File: config.mk
export PLATFORM = sky130hd
export DESIGN_NAME = md_sched
export DESIGN_NICKNAME = d
export VERILOG_FILES = /design/src/rtl/md_sched.sv
export SDC_FILE = /design/constraint.sdc
export NUM_CORES = 1
export LEC_CHECK = 0
export BUFFER_PORTS_ARGS = -buffer_cell sky130_fd_sc_hd__buf_4
export CORE_UTILIZATION = 45
export DETAILED_ROUTE_END_ITERATION = 10
export HOLD_SLACK_MARGIN = 0.02
export SETUP_SLACK_MARGIN = 0.5
export SLEW_MARGIN = 25
export SYNTH_ARGS = -nofsm -noshare
export SYNTH_HDL_FRONTEND = slang
export SYNTH_SLANG_ARGS = --single-unit
File: constraint.sdc
create_clock -name clk -period 5.87 [get_ports clk]
set_clock_uncertainty 0.05 [all_clocks]
set_input_delay 0.8805 -clock clk [delete_from_list [all_inputs] [get_ports clk]]
set_output_delay 0.8805 -clock clk [all_outputs]
set_load 0.01 [all_outputs]
File: src/rtl/md_sched.sv
// md_sched: iterative multiply/divide unit owning HI/LO beside the execute ALU.
// Optional feature macro MD_EARLY_OUT_EN: multiply leaves RUN once remaining multiplier bits are zero.
module md_sched #(
    parameter int WIDTH = 32
) (
    input  logic             clk,
    input  logic             resetn,
    input  logic             md_valid,
    input  logic [7:0]       md_op,
    input  logic [WIDTH-1:0] md_a,
    input  logic [WIDTH-1:0] md_b,
    input  logic             flush,
    output logic             md_ready,
    output logic             stall,
    output logic [WIDTH-1:0] rd_data,
    output logic             rd_valid,
    output logic             busy,
    output logic [WIDTH-1:0] hi,
    output logic [WIDTH-1:0] lo
);

    localparam int CW = $clog2(WIDTH);

    typedef enum logic [1:0] {
        S_IDLE = 2'd0,
        S_RUN  = 2'd1,
        S_FIX  = 2'd2
    } state_t;

    state_t r_state;
    state_t w_state_nxt;

    logic [CW-1:0]      r_cnt;
    logic               r_is_div;
    logic               r_res_neg;
    logic               r_rem_neg;
    logic               r_div0;
    logic [2*WIDTH-1:0] r_mcand;
    logic [2*WIDTH-1:0] r_prod;
    logic [WIDTH-1:0]   r_mpl;
    logic [WIDTH-1:0]   r_quot;
    logic [WIDTH-1:0]   r_dvs;
    logic [WIDTH-1:0]   r_rem;
    logic [WIDTH-1:0]   r_hi;
    logic [WIDTH-1:0]   r_lo;

    logic               w_idle;
    logic               w_onehot;
    logic               w_go;
    logic               w_start;
    logic               w_signed;
    logic               w_a_neg;
    logic               w_b_neg;
    logic [WIDTH-1:0]   w_a_mag;
    logic [WIDTH-1:0]   w_b_mag;
    logic               w_last;
    logic               w_fin;
    logic [WIDTH-1:0]   w_mpl_nxt;
    logic [2*WIDTH-1:0] w_prod_nxt;
    logic [2*WIDTH-1:0] w_prod_fix;
    logic [WIDTH:0]     w_sh;
    logic [WIDTH:0]     w_diff;
    logic               w_qbit;
    logic [WIDTH-1:0]   w_rem_nxt;
    logic [WIDTH-1:0]   w_quot_nxt;
    logic [WIDTH-1:0]   w_q_fix;
    logic [WIDTH-1:0]   w_r_fix;

    // Malformed op vectors are dropped; flush overrides any new request.
    assign w_idle   = (r_state == S_IDLE);
    assign w_onehot = (md_op != 8'd0) && ((md_op & (md_op - 8'd1)) == 8'd0);
    assign w_go     = md_valid & w_onehot & ~flush;
    assign w_start  = w_idle & w_go & (|md_op[3:0]);

    assign w_signed = md_op[0] | md_op[2];
    assign w_a_neg  = w_signed & md_a[WIDTH-1];
    assign w_b_neg  = w_signed & md_b[WIDTH-1];
    assign w_a_mag  = w_a_neg ? (~md_a + 1'b1) : md_a;
    assign w_b_mag  = w_b_neg ? (~md_b + 1'b1) : md_b;

    assign md_ready = w_idle;
    assign stall    = md_valid & w_onehot & ~w_idle;
    assign busy     = ~w_idle;
    assign rd_valid = w_idle & w_go & (md_op[6] | md_op[7]);
    assign rd_data  = md_op[6] ? r_hi : r_lo;
    assign hi       = r_hi;
    assign lo       = r_lo;

    assign w_mpl_nxt  = r_mpl >> 1;
    assign w_prod_nxt = r_mpl[0] ? (r_prod + r_mcand) : r_prod;

    // Restoring step: shift in next dividend bit, keep difference if non-negative.
    assign w_sh       = {r_rem, r_quot[WIDTH-1]};
    assign w_diff     = w_sh - {1'b0, r_dvs};
    assign w_qbit     = ~w_diff[WIDTH];
    assign w_rem_nxt  = w_qbit ? w_diff[WIDTH-1:0] : w_sh[WIDTH-1:0];
    assign w_quot_nxt = {r_quot[WIDTH-2:0], w_qbit};

    assign w_last = (r_cnt == CW'(WIDTH - 1));

`ifdef MD_EARLY_OUT_EN
    assign w_fin = w_last | (~r_is_div & (w_mpl_nxt == '0));
`else
    assign w_fin = w_last;
`endif

    // Divide by zero yields all-ones quotient; remainder sign-fix restores md_a.
    assign w_prod_fix = r_res_neg ? (~r_prod + 1'b1) : r_prod;
    assign w_q_fix    = r_div0 ? '1
                      : (r_res_neg ? (~r_quot + 1'b1) : r_quot);
    assign w_r_fix    = r_rem_neg ? (~r_rem + 1'b1) : r_rem;

    always_ff @(posedge clk or negedge resetn) begin
        if (!resetn) begin
            r_state <= S_IDLE;
        end else begin
            r_state <= w_state_nxt;
        end
    end

    always_comb begin
        w_state_nxt = r_state;
        unique case (r_state)
            S_IDLE: begin
                if (w_start) begin
                    w_state_nxt = S_RUN;
                end
            end
            S_RUN: begin
                if (flush) begin
                    w_state_nxt = S_IDLE;
                end else if (w_fin) begin
                    w_state_nxt = S_FIX;
                end
            end
            S_FIX: begin
                w_state_nxt = S_IDLE;
            end
            default: begin
                w_state_nxt = S_IDLE;
            end
        endcase
    end

    always_ff @(posedge clk or negedge resetn) begin
        if (!resetn) begin
            r_cnt     <= '0;
            r_is_div  <= 1'b0;
            r_res_neg <= 1'b0;
            r_rem_neg <= 1'b0;
            r_div0    <= 1'b0;
            r_mcand   <= '0;
            r_prod    <= '0;
            r_mpl     <= '0;
            r_quot    <= '0;
            r_dvs     <= '0;
            r_rem     <= '0;
            r_hi      <= '0;
            r_lo      <= '0;
        end else begin
            case (r_state)
                S_IDLE: begin
                    if (w_start) begin
                        r_cnt     <= '0;
                        r_is_div  <= md_op[2] | md_op[3];
                        r_res_neg <= w_a_neg ^ w_b_neg;
                        r_rem_neg <= w_a_neg;
                        r_div0    <= (md_b == '0);
                        r_mcand   <= {{WIDTH{1'b0}}, w_a_mag};
                        r_prod    <= '0;
                        r_mpl     <= w_b_mag;
                        r_quot    <= w_a_mag;
                        r_dvs     <= w_b_mag;
                        r_rem     <= '0;
                    end
                    if (w_go & md_op[4]) begin
                        r_hi <= md_a;
                    end
                    if (w_go & md_op[5]) begin
                        r_lo <= md_a;
                    end
                end
                S_RUN: begin
                    r_cnt <= r_cnt + 1'b1;
                    if (r_is_div) begin
                        r_rem  <= w_rem_nxt;
                        r_quot <= w_quot_nxt;
                    end else begin
                        r_prod  <= w_prod_nxt;
                        r_mcand <= r_mcand << 1;
                        r_mpl   <= w_mpl_nxt;
                    end
                end
                S_FIX: begin
                    if (!flush) begin
                        if (r_is_div) begin
                            r_hi <= w_r_fix;
                            r_lo <= w_q_fix;
                        end else begin
                            r_hi <= w_prod_fix[2*WIDTH-1:WIDTH];
                            r_lo <= w_prod_fix[WIDTH-1:0];
                        end
                    end
                end
                default: begin
                end
            endcase
        end
    end

endmodule

# Word level (Yosys, flattened, before mapping)
# Cells that the tools add are included.
[classes] n_addsub=9 n_eq_ne=11 n_mux=38 bitwise_logic=23 reduce_logical=16
[ops] operator="2-to-1 mux 32 bit" count=19
[ops] operator="2-to-1 mux 64 bit" count=6
[ops] operator="one-hot mux 32 bit (2 select lines)" count=5
[ops] operator="one-hot mux 64 bit (2 select lines)" count=2
[ops] operator="adder 32 x 1 -> 32 bit (second input constant)" count=4
[ops] operator="NOT 32 bit" count=4
[ops] operator="adder 64 x 1 -> 64 bit (second input constant)" count=1
[ops] operator="adder 64 bit" count=1
[ops] operator="NOT 64 bit" count=1
[ops] operator="subtractor 33 x 32 -> 33 bit" count=1
[ops] operator="logical NOT 32 bit" count=1
[ops] operator="AND reduction 3 bit" count=4
[ops] operator="bitwise AND 1 bit" count=10
[ops] operator="one-hot mux 5 bit (2 select lines)" count=1
[ops] operator="bitwise AND 8 bit" count=1
[ops] operator="logical NOT 8 bit" count=1
[ops] operator="inequality test 2 bit (second input constant)" count=4
[ops] operator="nonzero test 8 bit" count=1
[ops] operator="subtractor 8 x 1 -> 8 bit (second input constant)" count=1
[ops] operator="2-to-1 mux 2 bit" count=3
[ops] operator="inequality test 2 x 1 -> 1 bit (second input constant)" count=3
[ops] operator="AND reduction 2 bit" count=3
[ops] operator="adder 5 x 1 -> 5 bit (second input constant)" count=1
[ops] operator="equality test 5 bit (second input constant)" count=1
[ops] operator="13 further kinds" count=18
[word_totals] reg_bits=331 inputBits=76 word_cells=111

# Longest topological paths before layout
[depth] depth_word=10 ltp_mapped=16

# Least setup slack after synthesis
# No wires, ideal clock.
[synth_timing] path_type="reg2reg" start="register r_prod[0]" end="register r_prod[60]" arrival_time_ps=3500 t_required_ps=5698 setup_slack_ps=2198 path_stages_with_launch=14 synth_period_minus_slack_ps=3672 path_cell_list="dfrtp_1 ha_1 fa_1 a21o_1 nand4_1 a21boi_1 a21o_1 or4b_1 a2111oi_2 o211ai_1 a2111oi_2 o2111ai_1 a21o_1 a32o_1"
[synth_via] elab_chain_cells=4
[synth_lines] item="start: declaration" line_no="39" source="logic [2*WIDTH-1:0] r_prod;"
[synth_lines] item="start signal: assignment" line_no="189" source="r_prod <= w_prod_nxt;"
[synth_lines] item="adder 64 bit" line_no="90" source="assign w_prod_nxt = r_mpl[0] ? (r_prod + r_mcand) : r_prod;"
[synth_lines] item="2-to-1 mux 64 bit" line_no="90"
[synth_lines] item="2-to-1 mux 64 bit" line_no="185" source="if (r_is_div) begin"
[synth_lines] item="one-hot mux 64 bit (2 select lines)" line_no="161" source="case (r_state)"
# No other way between the ends. The select of a mux whose other input is x is not followed.
# A chain may end at the register's enable or synchronous reset.

# Final worst setup path
# Ends and elaborated chain as after synthesis.

==> results <==
- For the pin with the worst max-slew slack, the measured transition is 0.958 ns.
- The number of antenna diodes in the final layout is 0.
- The count of H-tree levels built during CTS is 2.
- At the end of routability-driven placement, the weighted congestion stood at 0.959.
- The path class of the tightest hold or removal check is primary input to asynchronous set/reset pin.
- Counting every net in the synthesized netlist gives ~3100.
- Row generation in the floorplan step produced 83 rows.
- The power density over the cells is ~400 mW/mm^2.
- The mux contribution to synthesized area is approximately 2.2%.
- The worst setup path is launched from a flip-flop.
- The worst reg2reg path endpoint is r_prod[60].
- The total congestion overflow is 0.
- Entering global routing, the biggest net connects approximately 130 pins.
- The latest clock arrival within the worst-skew pair is approximately 0.56 ns.
- After detailed placement, the total cell area comes to 0.0256 mm^2.
- The wire length per cell after detailed routing is 21.4 um.
- The tree built by TritonCTS fans out to 331 sinks.
- The share of synthesized cell area in full adder, half adder and majority cells is 5.53%.
- The total wire length after detailed routing is 79.5 mm.
- The area added between synthesis and finish is 13.3%.
- The cell count after placement is about 3600.
- Synthesis produced roughly 2900 cells.
- The average via count per standard cell is 6.11.
- The max-cap check violation count is 0.
- The max-slew violation count is 0.
- Measured along the x axis, the die boundary spans 232 um.
- The initial antenna violation count is 2.
- The top-area cell type share of the netlist area is 34.8%.
- The final critical path takes up 72.6% of the cycle.
- In the global route stage, overall resource usage came out at 29.3%.
- The final layout contains 3188 nets.
- The final-layout setup total negative slack is 0 ns.
- Summing the areas of all xor and xnor instances in the mapped netlist gives 9.49% of the synthesized area.
- The remaining design rule violation count is 0.
- TritonCTS built the clock tree.
- After legalization and detailed placement, the total HPWL measured between 50 and 60 mm.
- At the worst endpoint, the required time is 6.27 ns.
- The fraction of the mapped netlist area in simple logic gates is 19.7%.
- After synthesis, the cell types taking the most area are dfrtp_1 (35%), xnor2_1 (6.4%), o21ai_0 (6.2%).
- Leaving out fill and tap cells, the most frequent cell in the layout is nand2_1.
- The count of input and output buffers is between 150 and 200.
- The via count is 22700.
- Prior to clock tree synthesis, the placed netlist has a worst setup slack of 1.45 ns.
- The worst voltage drop across the vdd grid is around 220 uV.
- The initial core utilization is a little under half.
- Counting flops and latches in the post-synthesis netlist gives 331.
- The netlist uses 76 different library cells.
- The die covers 0.0538 mm^2.
- The post-CTS resize count is 0.
- Clock-pin slew was measured on the worst setup and hold paths at 0.06 ns.
- The startpoint identified for the worst register-to-register timing path is r_prod[0].
- By startpoint and endpoint, the worst setup path is classified as flip-flop to flip-flop.
- In the synthesized netlist the dominant register cell turns out to be dfrtp_1.
- In the layout the commonest cells are nand2_1 (387), dfrtp_1 (329), o21ai_0 (293).
- Setup repair after global routing left no endpoint under its margin.
- The biggest area contributor in the post-synthesis netlist is dfrtp_1.
- Sequential cells were found to cover 34.8% of the synthesized design area.
- Pin placement for this block handled 176 I/O pins.
- The register-to-register setup slack is 1.61 ns.
- Measured against its own limit, the worst slew margin works out to 34.5%.
- The synthesized netlist devotes 24.2% of its cell area to compound gates.
- The wire length of the first global-routing pass is between 100 and 150 mm.
- The area of the placeable core is 0.0518 mm^2.
- Cells fill 52.1% of the core in the end.
- The remaining antenna violation count is 0.
- The hold violation count in the final report was 0.
- The vertical die dimension is 232 um.
- The total chip power is 11.1 mW.
- The main combinational cell family by area after synthesis is compound AO/OA/AOI/OAI gates.
- The total clock buffers created by CTS is 41.
- The number of cells on the worst reg-to-reg path is 13.
- The final-layout worst hold slack is between 0.2 and 0.3 ns.
- For this run, the number of Yosys warnings is 0.
- For this block, the initial DRC count from the detailed router was 2223.
- For the finished layout, the period the worst path requires is 4.26 ns.
- CTS placed an instance of clkbuf_16 at the clock tree root.
- The final instance count without filler cells is 3717.
- In the synthesized netlist the async set-or-reset flop fraction comes to 100%.
- Post-CTS timing repair inserted 0 buffers for setup.
- For this run, the top clock speed supported by timing is 235 MHz.
- The cell area that synthesis handed to floorplanning was 0.0238 mm^2.
- The post-layout worst setup margin is 1.61 ns.
- The longest clock path from root to sink contains 3 buffers.
- The post-synthesis area per instance is 8.09 um^2.
- The flow ran to the end, and the final reports show no timing, DRC or antenna violations.
- The worst setup path is captured at a flip-flop.
- The analysis attributes to cell leakage a power of approximately 12 nW.
- In this run the worst path has a maximum fanout of 6.
- The number of global-route vias before repair is between 20000 and 25000.
- Setup violations remaining at the end of the flow were counted as 0.
- The post-layout instance area is roughly 0.027 mm^2.
- After clock tree synthesis, the flow added hold-fix buffers numbering 0.
- For the worst setup path, the data arrival time is 4.66 ns.
- Before antenna repair, the detailed router went through 6 iterations.
- The proportion of layout cells with a drive suffix above 1 is 11.4%.
- Yosys mapped a number of flops with a built-in enable equal to 0.
[power breakdown]
part / total [mW] / switching [mW] / internal [mW]
Sequential: 3.73 / 0.886 / 2.85
Clock: 2.58 / 1.03 / 1.54
Combinational: 4.75 / 2.79 / 1.95
Total: 11.1 / 4.71 / 6.35
[state kept, by name, summed over array words and instances (netlist names), 32 cells and up]
register	count
r_mcand	64
r_prod	64
hi	32
lo	32
r_dvs	32
r_mpl	32
r_quot	32
r_rem	32
[logic make-up (layout without fill, tap and decap cells)]
family          Yosys count  count (layout)
buf+inv                 247             343
flops                   331             331
xor+xnor                258             258
compound gates          931             931
fa+ha+maj               104             104
mux                      49              49
simple gates           1021            1021
[synth_stat cells (6+ instances only)]
master and instances:
a211oi_1 14, a21boi_0 6, a21o_1 65, a21oi_1 232, a221o_1 21, a221oi_1 7, a22oi_1 10, a31oi_1 41
and2_1 10, and3_1 13, buf_1 19, clkbuf_1 162, dfrtp_1 331, ha_1 102, inv_1 62, mux2_2 33
mux2i_1 16, nand2_1 388, nand2b_1 23, nand3_1 143, nand4_1 25, nor2_1 260, nor2b_1 15, nor3_1 34
nor4_1 23, o211ai_1 14, o21a_1 13, o21ai_0 294, o21ai_1 24, o21bai_1 12, o221ai_1 38, o22ai_1 11
o31ai_1 64, o41ai_1 27, or3_1 26, or4_1 21, or4_4 6, xnor2_1 175, xor2_1 83
[worst max path at each step]
| stage | end | cells after the start | slack, ns | startpoint |
|---|---|---|---|---|
| 2_1_floorplan | r_prod[60] | 13 | 2.20 | r_prod[0] |
| 3_3_place_gp | r_mcand[2] | 12 | 1.49 | md_op[0] |
| 3_5_place_dp | r_mcand[2] | 12 | 1.45 | md_op[0] |
| 4_1_cts | r_prod[60] | 13 | 1.56 | r_prod[0] |
| 5_1_grt | r_prod[60] | 13 | 1.25 | r_prod[0] |
| 6_report | r_prod[60] | 13 | 1.61 | r_prod[0] |
[area by class of cell]
class / instances / area (um^2)
fill: 4957 / 24800
multi-input combinational: 2363 / 14600
sequential: 331 / 8290
timing repair buffer: 209 / 1650
clock buffer: 57 / 1160
tap: 680 / 851
inverter: 62 / 233
clock inverter: 15 / 178
[layer usage]
layer  share of wire, %  GRT usage, %  routed length, um  up-vias
li1                   -             -                  -    10700
met1                 48          45.0              38300    11100
met2                 42          42.3              33300      827
met3                8.2          5.18               6530       90
met4                1.7          5.92               1350        4
met5              0.034             0                 27        -
[critical path, cell delays in order, from the launching register on]
cell	delay [ns]
dfrtp_1	0.45
ha_1	0.25
fa_1	0.23
a21o_1	0.15
nand4_1	0.13
a21boi_1	0.31
a21o_1	0.22
or4b_1	0.51
a2111oi_2	0.43
o211ai_1	0.19
a2111oi_2	0.56
o2111ai_1	0.22
a21o_1	0.21
a32o_1	0.24
Note: power is estimated with default switching activity, not from simulation.
